File: src/rtl/ecc_ladder_ctrl.sv
// Montgomery-ladder microcode sequencer for the GF(2^233) datapath.
// Optional abort input is enabled by defining ECC_LADDER_ABORT_EN.
module ecc_ladder_ctrl #(
  parameter int KEY_W    = 233,
  parameter int STEP_CNT = 6,
  parameter int SETTLE   = 2
) (
  input  logic             clk,
  input  logic             rst_n,
`ifdef ECC_LADDER_ABORT_EN
  input  logic             abort,
`endif
  input  logic             start,
  input  logic [KEY_W-1:0] key,
  output logic             busy,
  output logic             done,
  output logic             zero_key,
  output logic [9:0]       cword,
  output logic             wr_en,
  output logic [1:0]       wr_addr,
  output logic             init_en,
  output logic             final_en,
  output logic [7:0]       bit_idx
);

  // state | meaning
  // IDLE  | waiting for start
  // INIT  | load ladder initial values
  // SCAN  | locate scalar MSB
  // STEP  | drive cword, let datapath settle
  // WB    | write result, destination swapped by key bit
  // NEXT  | advance to next lower key bit
  // FINAL | affine-conversion capture
  // DONE  | completion pulse
  typedef enum logic [2:0] {
    S_IDLE, S_INIT, S_SCAN, S_STEP, S_WB, S_NEXT, S_FINAL, S_DONE
  } state_t;

  localparam int STEP_W = (STEP_CNT > 1) ? $clog2(STEP_CNT) : 1;
  localparam logic [STEP_W-1:0] STEP_LAST = STEP_W'(STEP_CNT - 1);
  localparam logic [3:0] SETTLE_LD = 4'(SETTLE - 1);

  state_t            state_q, state_n;
  logic [KEY_W-1:0]  key_q, key_n;
  logic              zero_q, zero_n;
  logic [7:0]        bit_q, bit_n;
  logic [STEP_W-1:0] step_q, step_n;
  logic [3:0]        cnt_q, cnt_n;

  logic [9:0] rom_cword;
  logic [1:0] rom_dst;
  logic [7:0] msb_idx;

  always_comb begin
    rom_cword = 10'h000;
    rom_dst   = 2'd0;
    case (step_q)
      STEP_W'(0): begin rom_cword = 10'h049; rom_dst = 2'd1; end
      STEP_W'(1): begin rom_cword = 10'h0D2; rom_dst = 2'd0; end
      STEP_W'(2): begin rom_cword = 10'h11B; rom_dst = 2'd3; end
      STEP_W'(3): begin rom_cword = 10'h2A4; rom_dst = 2'd2; end
      STEP_W'(4): begin rom_cword = 10'h3ED; rom_dst = 2'd0; end
      STEP_W'(5): begin rom_cword = 10'h000; rom_dst = 2'd1; end
      default:    begin rom_cword = 10'h000; rom_dst = 2'd0; end
    endcase
  end

  always_comb begin
    msb_idx = 8'd0;
    for (int i = 0; i < KEY_W; i++) begin
      if (key_q[i]) msb_idx = 8'(i);
    end
  end

  always_ff @(posedge clk) begin
    if (!rst_n) begin
      state_q <= S_IDLE;
      key_q   <= '0;
      zero_q  <= 1'b0;
      bit_q   <= 8'd0;
      step_q  <= '0;
      cnt_q   <= 4'd0;
    end else begin
      state_q <= state_n;
      key_q   <= key_n;
      zero_q  <= zero_n;
      bit_q   <= bit_n;
      step_q  <= step_n;
      cnt_q   <= cnt_n;
    end
  end

  always_comb begin
    state_n  = state_q;
    key_n    = key_q;
    zero_n   = zero_q;
    bit_n    = bit_q;
    step_n   = step_q;
    cnt_n    = cnt_q;
    cword    = 10'h000;
    wr_en    = 1'b0;
    wr_addr  = 2'd0;
    init_en  = 1'b0;
    final_en = 1'b0;
    done     = 1'b0;
    case (state_q)
      S_IDLE: begin
        if (start) begin
          key_n   = key;
          zero_n  = 1'b0;
          bit_n   = 8'd0;
          state_n = S_INIT;
        end
      end
      S_INIT: begin
        init_en = 1'b1;
        state_n = S_SCAN;
      end
      S_SCAN: begin
        if (key_q == '0) begin
          zero_n  = 1'b1;
          state_n = S_DONE;
        end else if (msb_idx == 8'd0) begin
          state_n = S_FINAL;
        end else begin
          bit_n   = msb_idx - 8'd1;
          step_n  = '0;
          cnt_n   = SETTLE_LD;
          state_n = S_STEP;
        end
      end
      S_STEP: begin
        cword = rom_cword;
        if (cnt_q == 4'd0) state_n = S_WB;
        else               cnt_n   = cnt_q - 4'd1;
      end
      S_WB: begin
        cword   = rom_cword;
        wr_en   = 1'b1;
        wr_addr = rom_dst ^ {key_q[bit_q], 1'b0};
        if (step_q != STEP_LAST) begin
          step_n  = step_q + STEP_W'(1);
          cnt_n   = SETTLE_LD;
          state_n = S_STEP;
        end else begin
          state_n = S_NEXT;
        end
      end
      S_NEXT: begin
        // Test before decrementing so bit_idx stops at zero.
        if (bit_q == 8'd0) begin
          state_n = S_FINAL;
        end else begin
          bit_n   = bit_q - 8'd1;
          step_n  = '0;
          cnt_n   = SETTLE_LD;
          state_n = S_STEP;
        end
      end
      S_FINAL: begin
        final_en = 1'b1;
        state_n  = S_DONE;
      end
      S_DONE: begin
        done    = 1'b1;
        state_n = S_IDLE;
      end
      default: state_n = S_IDLE;
    endcase
`ifdef ECC_LADDER_ABORT_EN
    if (abort && state_q != S_IDLE) begin
      state_n  = S_IDLE;
      wr_en    = 1'b0;
      wr_addr  = 2'd0;
      final_en = 1'b0;
      done     = 1'b0;
    end
`endif
  end

  assign busy     = (state_q != S_IDLE);
  assign zero_key = zero_q;
  assign bit_idx  = bit_q;

endmodule

File: config.mk
export PLATFORM = sky130hd
export DESIGN_NAME = ecc_ladder_ctrl
export DESIGN_NICKNAME = d
export VERILOG_FILES = /design/src/rtl/ecc_ladder_ctrl.sv
export SDC_FILE = /design/constraint.sdc
export NUM_CORES = 1
export LEC_CHECK = 0
export BUFFER_PORTS_ARGS = -buffer_cell sky130_fd_sc_hd__clkbuf_2
export CAP_MARGIN = 10
export CELL_PAD_IN_SITES_DETAIL_PLACEMENT = 2
export CELL_PAD_IN_SITES_GLOBAL_PLACEMENT = 2
export CORE_MARGIN = 10
export CORE_UTILIZATION = 33
export DETAILED_ROUTE_END_ITERATION = 8
export HOLD_SLACK_MARGIN = 0.06
export PLACE_DENSITY_LB_ADDON = 0.1
export SYNTH_ARGS = -nofsm -noshare
export SYNTH_HDL_FRONTEND = slang
export SYNTH_SLANG_ARGS = --single-unit
File: constraint.sdc
create_clock -name clk -period 4.2 [get_ports clk]
set_clock_uncertainty 0.1 [all_clocks]
set_input_delay 0.42 -clock clk [delete_from_list [all_inputs] [get_ports clk]]
set_output_delay 0.42 -clock clk [all_outputs]
set_load 0.005 [all_outputs]
# Word level (Yosys, flattened, before mapping)
# Cells that the tools add are included.
[classes]
add_sub_neg = 4
bitwise = 1
eq_ne = 21
reduce_logical = 19
n_lt_le_gt_ge = 1
mux = 268
[op_table]
columns = ["cell", "n"]
rows = [
  ["2-to-1 mux 8 bit", 235],
  ["logical NOT 233 bit", 1],
  ["one-hot mux 10 bit (5 select lines)", 1],
  ["2-to-1 mux 3 bit", 10],
  ["one-hot mux 3 bit (8 select lines)", 1],
  ["one-hot mux 8 bit (3 select lines)", 1],
  ["2-to-1 mux 4 bit", 5],
  ["== test 3 bit, second input constant", 6],
  ["logical NOT 8 bit", 2],
  ["inequality test 2 bit, second input constant", 8],
  ["one-hot mux 4 bit (4 select lines)", 1],
  ["subtractor 8 x 1 -> 8 bit, second input constant", 2],
  ["== test 3 x 2 -> 1 bit, second input constant", 4],
  ["2-to-1 mux 10 bit", 1],
  ["AND reduction 5 bit", 2],
  ["< comparator 8 x 9 -> 1 bit, second input constant", 1],
  ["one-hot mux 3 bit (3 select lines)", 1],
  ["nonzero test 3 bit", 3],
  ["binary-select mux 1 bit (select 8 bit)", 1],
  ["2-to-1 mux 1 bit", 8],
  ["== test 3 x 1 -> 1 bit, second input constant", 2],
  ["logical NOT 3 bit", 2],
  ["one-hot mux 2 bit (3 select lines)", 1],
  ["AND reduction 6 bit", 1],
  ["12 further kinds", 14],
]
[word_totals]
reg_bits = 252
wordCells = 320
input_bits = 236

# Longest topological paths before layout
[depth]
depth_word = 236
ltp_mapped = 14
ltp_nobuf = 12

# Worst setup path before layout
# Ideal clock, no wire load.
[synth_timing]
kind = "reg-to-output"
startpoint = "reg bit_q[0] (netlist: bit_idx[0])"
endpoint = "out wr_addr[1]"
t_arrival_ns = 2.816
slack_ns = 0.864
n_path_buf = 3
stages_incl_launch_ff = 12
required_ns = 3.680
cell_sequence = "dfxtp_1 -> clkbuf_1 -> buf_2 -> buf_2 -> mux4_2 -> mux4_2 -> mux2i_1 -> a21oi_1 -> o21ai_0 -> mux2i_1 -> xnor2_1 -> nor2_1"
[synth_via]
elab_chain_cells = 4
[synth_rtl]
columns = ["item", "line", "text"]
rows = [
  ["start, declared", "46", "logic [7:0] bit_q, bit_n;"],
  ["start signal, assigned", "87", "bit_q <= bit_n;"],
  ["binary-select mux 1 bit (select 8 bit)", "140", "wr_addr = rom_dst ^ {key_q[bit_q], 1'b0};"],
  ["2-to-1 mux 1 bit (implied by the code)", "140", ""],
  ["XOR 2 bit", "140", ""],
  ["2-to-1 mux 2 bit", "106", "case (state_q)"],
  ["end, declared", "20", "output logic [1:0] wr_addr,"],
]
# No other way between the ends. The select of a mux whose other input is x is not followed.

# Worst setup path after layout
[layout_timing]
startpoint = "reg bit_q[1] (netlist: bit_idx[1])"
endpoint = "out wr_addr[1]"
# The elaborated chain is that of the path after synthesis.

==> summary.md <==
| Metric | Value |
|---|---|
| Status | finished clean |
| Max Fanout on Critical Path | 34 |
| Cell-internal power | 7.110 mW |
| DR iter-0 viols | 1182 |
| Die Ht | 229.6 microns |
| PD cells | 652.5 mW/mm^2 |
| CTS Buffer Depth | 3 |
| #FFs+latches synth | 252 |
| Total GRT Usage | 0.2707 |
| Post-synth top area share | 0.3479 |
| Io pins | 262 |
| Clock transition at path regs | 0.07 ns |
| Headroom to the max-slew limit | 0.3116 |
| Drt total wl | 73490 microns |
| Place WS | -0.1579 ns |
| Placed cell count | 2635 |
| Design area | 0.01995 sq mm |
| Largest net degree at the start of global routing | 118 |
| Core Footprint | 0.04327 sq mm |
| Cell with the most instances after synthesis | nand2_1 |
| Top post-synthesis cells by count | 517 x nand2_1, 297 x a21oi_1, 252 x dfxtp_1, 99 x nor2_1, 97 x clkbuf_1 |
| Total power | 13.01 mW |
| Switching Power | 5.903 mW |
| Worst Setup End Kind | output pin |
| Final Max Tran Viols | 0 |
| Sw frac | 0.4536 |
| Number of global-route vias before repair | 18610 |
| # clock sinks | 252 |
| RSZ-0062 raised after global routing | true |
| CP startpoint kind | flip-flop |
| Final worst slack | 0.02697 ns |
| Post-DP Area | 0.01645 sq mm |
| Initial antenna violation count | 7 |
| Clk root buf | clkbuf_16 |
| Antenna Nets Post-Route | 0 |
| Peak VDD IR | 410.0 uV |
| Sequential fraction of design power | 0.299 |
| Largest area contributor in the netlist | dfxtp_1 |
| Yosys cell types | 79 |
| Number of port buffers | 261 |
| Routed len/inst | 25.03 microns |
| Total CTS buffers | 30 |
| Dominant synthesized flop cell | dfxtp_1 |
| GRT met2 Usage | 0.5097 |
| Max-Cap Viols | 0 |
| # DRC | 0 |
| GR peak layer | met2 |
| HP Class | in2reg |
| Clk pwr share | 0.222 |
| Total vias in the final route | 16670 |
| Area Overhead vs Synth | 37.56% |
| F_max | 0.2396 GHz |
| Final Wtd Congestion | 0.8889 |
| Synthesized area per cell | 7.783 sq um |
| Congestion Overflow GR | 0 |
| DP Wirelength | 46950 microns |
| CP required | 3.68 ns |
| Comb pwr share | 0.479 |
| Post-Syn Area | 0.01450 sq mm |
| First-pass GRT wire length | 114000 microns |
| Row cnt | 76 |
| Share of post-route cells with drive strength above 1 | 0.1997 |
| CTS tree | built |
| Leakage | 7.617 nW |
| Worst skew pair latency | 0.58 ns |
| Yosys warns | 0 |
| Met3 global-route usage | 0.03201 |
| Crit path DAT | 3.65 ns |
| H-tree depth | 1 |
| Initial Utilization | 0.3351 |
| Util after Layout | 0.4610 |
| Via density | 5.678 |
| Cells after synthesis | 1863 |
| Fill cells | 4759 |
| Post-Layout Cell Count | 2936 |
| Endpoints failing setup | 0 |
| Hold Slack | 0.09852 ns |
| M1 GR Usage | 0.3180 |
| WS Path Type | reg2out |
| Die Footprint | 0.05272 sq mm |
| First-pass iteration count of the detailed router | 5 |
| Fin crit period | 4.173 ns |
| Top post-synthesis cells by area | dfxtp_1 35%, nand2_1 13%, mux4_2 11% |
| Setup TNS | 0 ns |
| Period utilisation layout | 0.9936 |
| Worst Tran Pin Value | 1.033 ns |
| Post-synth EDFFs | 0 |
| Seq/Total Area, Yosys | 0.3479 |
| Asr flop ratio synth | 0 |
| Die X | 229.6 microns |
| Syn Nets | 2107 |
| Final hold violations | 0 |
| Final nets | 2564 |
cell type report:
class | count | area, sq um | share of cell area
Antenna cell | 7 | 17.52 | 0.0008782
Inverter | 49 | 188.9 | 0.009472
Timing Repair Buffer | 536 | 4030 | 0.2021
Clock inverter | 15 | 209.0 | 0.01048
Sequential cell | 252 | 5052 | 0.2533
Multi-Input combinational cell | 1451 | 8852 | 0.4438
Tap cell | 585 | 732.0 | 0.03670
Clock buffer | 41 | 863.3 | 0.04328
critical path, stage by stage, from the launching register on:
cell,delay (ns)
dfxtp_4,0.72
buf_4,0.27
mux4_2,0.31
mux4_2,0.49
mux2i_1,0.31
mux4_2,0.37
mux2i_1,0.11
xnor2_1,0.15
nor2_1,0.17
clkbuf_2,0.15
logic make-up after synthesis:
group           count (synthesis)  synth area share
mux                            85            0.1220
flops                         252            0.3479
buf+inv                       160           0.04358
xor+xnor                        9          0.005437
simple gates                  881            0.2810
fa+ha+maj                       8          0.006904
compound gates                468            0.1931
placed cells by master (no fill, tap or decap), types with 11 or more instances in the layout:
master	n
buf_4	38
nor3_1	46
dfxtp_1	250
nor2b_1	16
a31oi_1	13
nor2_1	99
or3_1	13
mux4_2	72
clkbuf_16	31
a21oi_1	297
nand4_1	17
nand2b_1	19
o21ai_0	34
a211oi_1	16
mux2i_1	11
nand3_1	18
nor4_1	81
o211ai_1	13
inv_1	48
clkbuf_2	261
nand2_1	517
dlygate4sd3_1	229
or4_1	12
power by group through the flow:
stage	clock network, mW	logic [mW]	registers [mW]
finish	2.88	6.24	3.90
detailed placement	0	5.78	3.92
floorplan	0	4.09	3.46
CTS	2.89	6.02	3.87
global route	3.04	6.85	3.98
global placement	0	5.61	3.88
layer usage:
layer	vias up	wire length, microns
met5	-	0
met4	0	1695
met3	96	2590
met2	409	39060
met1	8531	30140
li1	7634	-
state kept, by name, indices dropped and copies added, names as in the netlist:
signal	count
cnt_q	4
bit_idx	8
step_q	3
state_q	3
zero_key	1
key_q	233
worst paths after layout:
path / start / to / slack [ns] / cells past startpoint
hold / removal: key[133] / key_q[133] / 0.1 / 3
hold reg to reg: key_q[212] / key_q[212] / 0.41 / 2
setup / recovery: bit_idx[1] / wr_addr[1] / 0.03 / 9
setup reg to reg: key_q[92] / bit_idx[4] / 0.18 / 11
repair_timing:
action / in CTS / in global routing
buffers inserted: 1 / 8
setup endpoints to repair: 3 / 5
gates resized for setup: 2 / 4
endpoints found under the hold margin: 229 / 0
hold buffers: 229 / 0
Note: power is estimated with default switching activity, not from simulation.
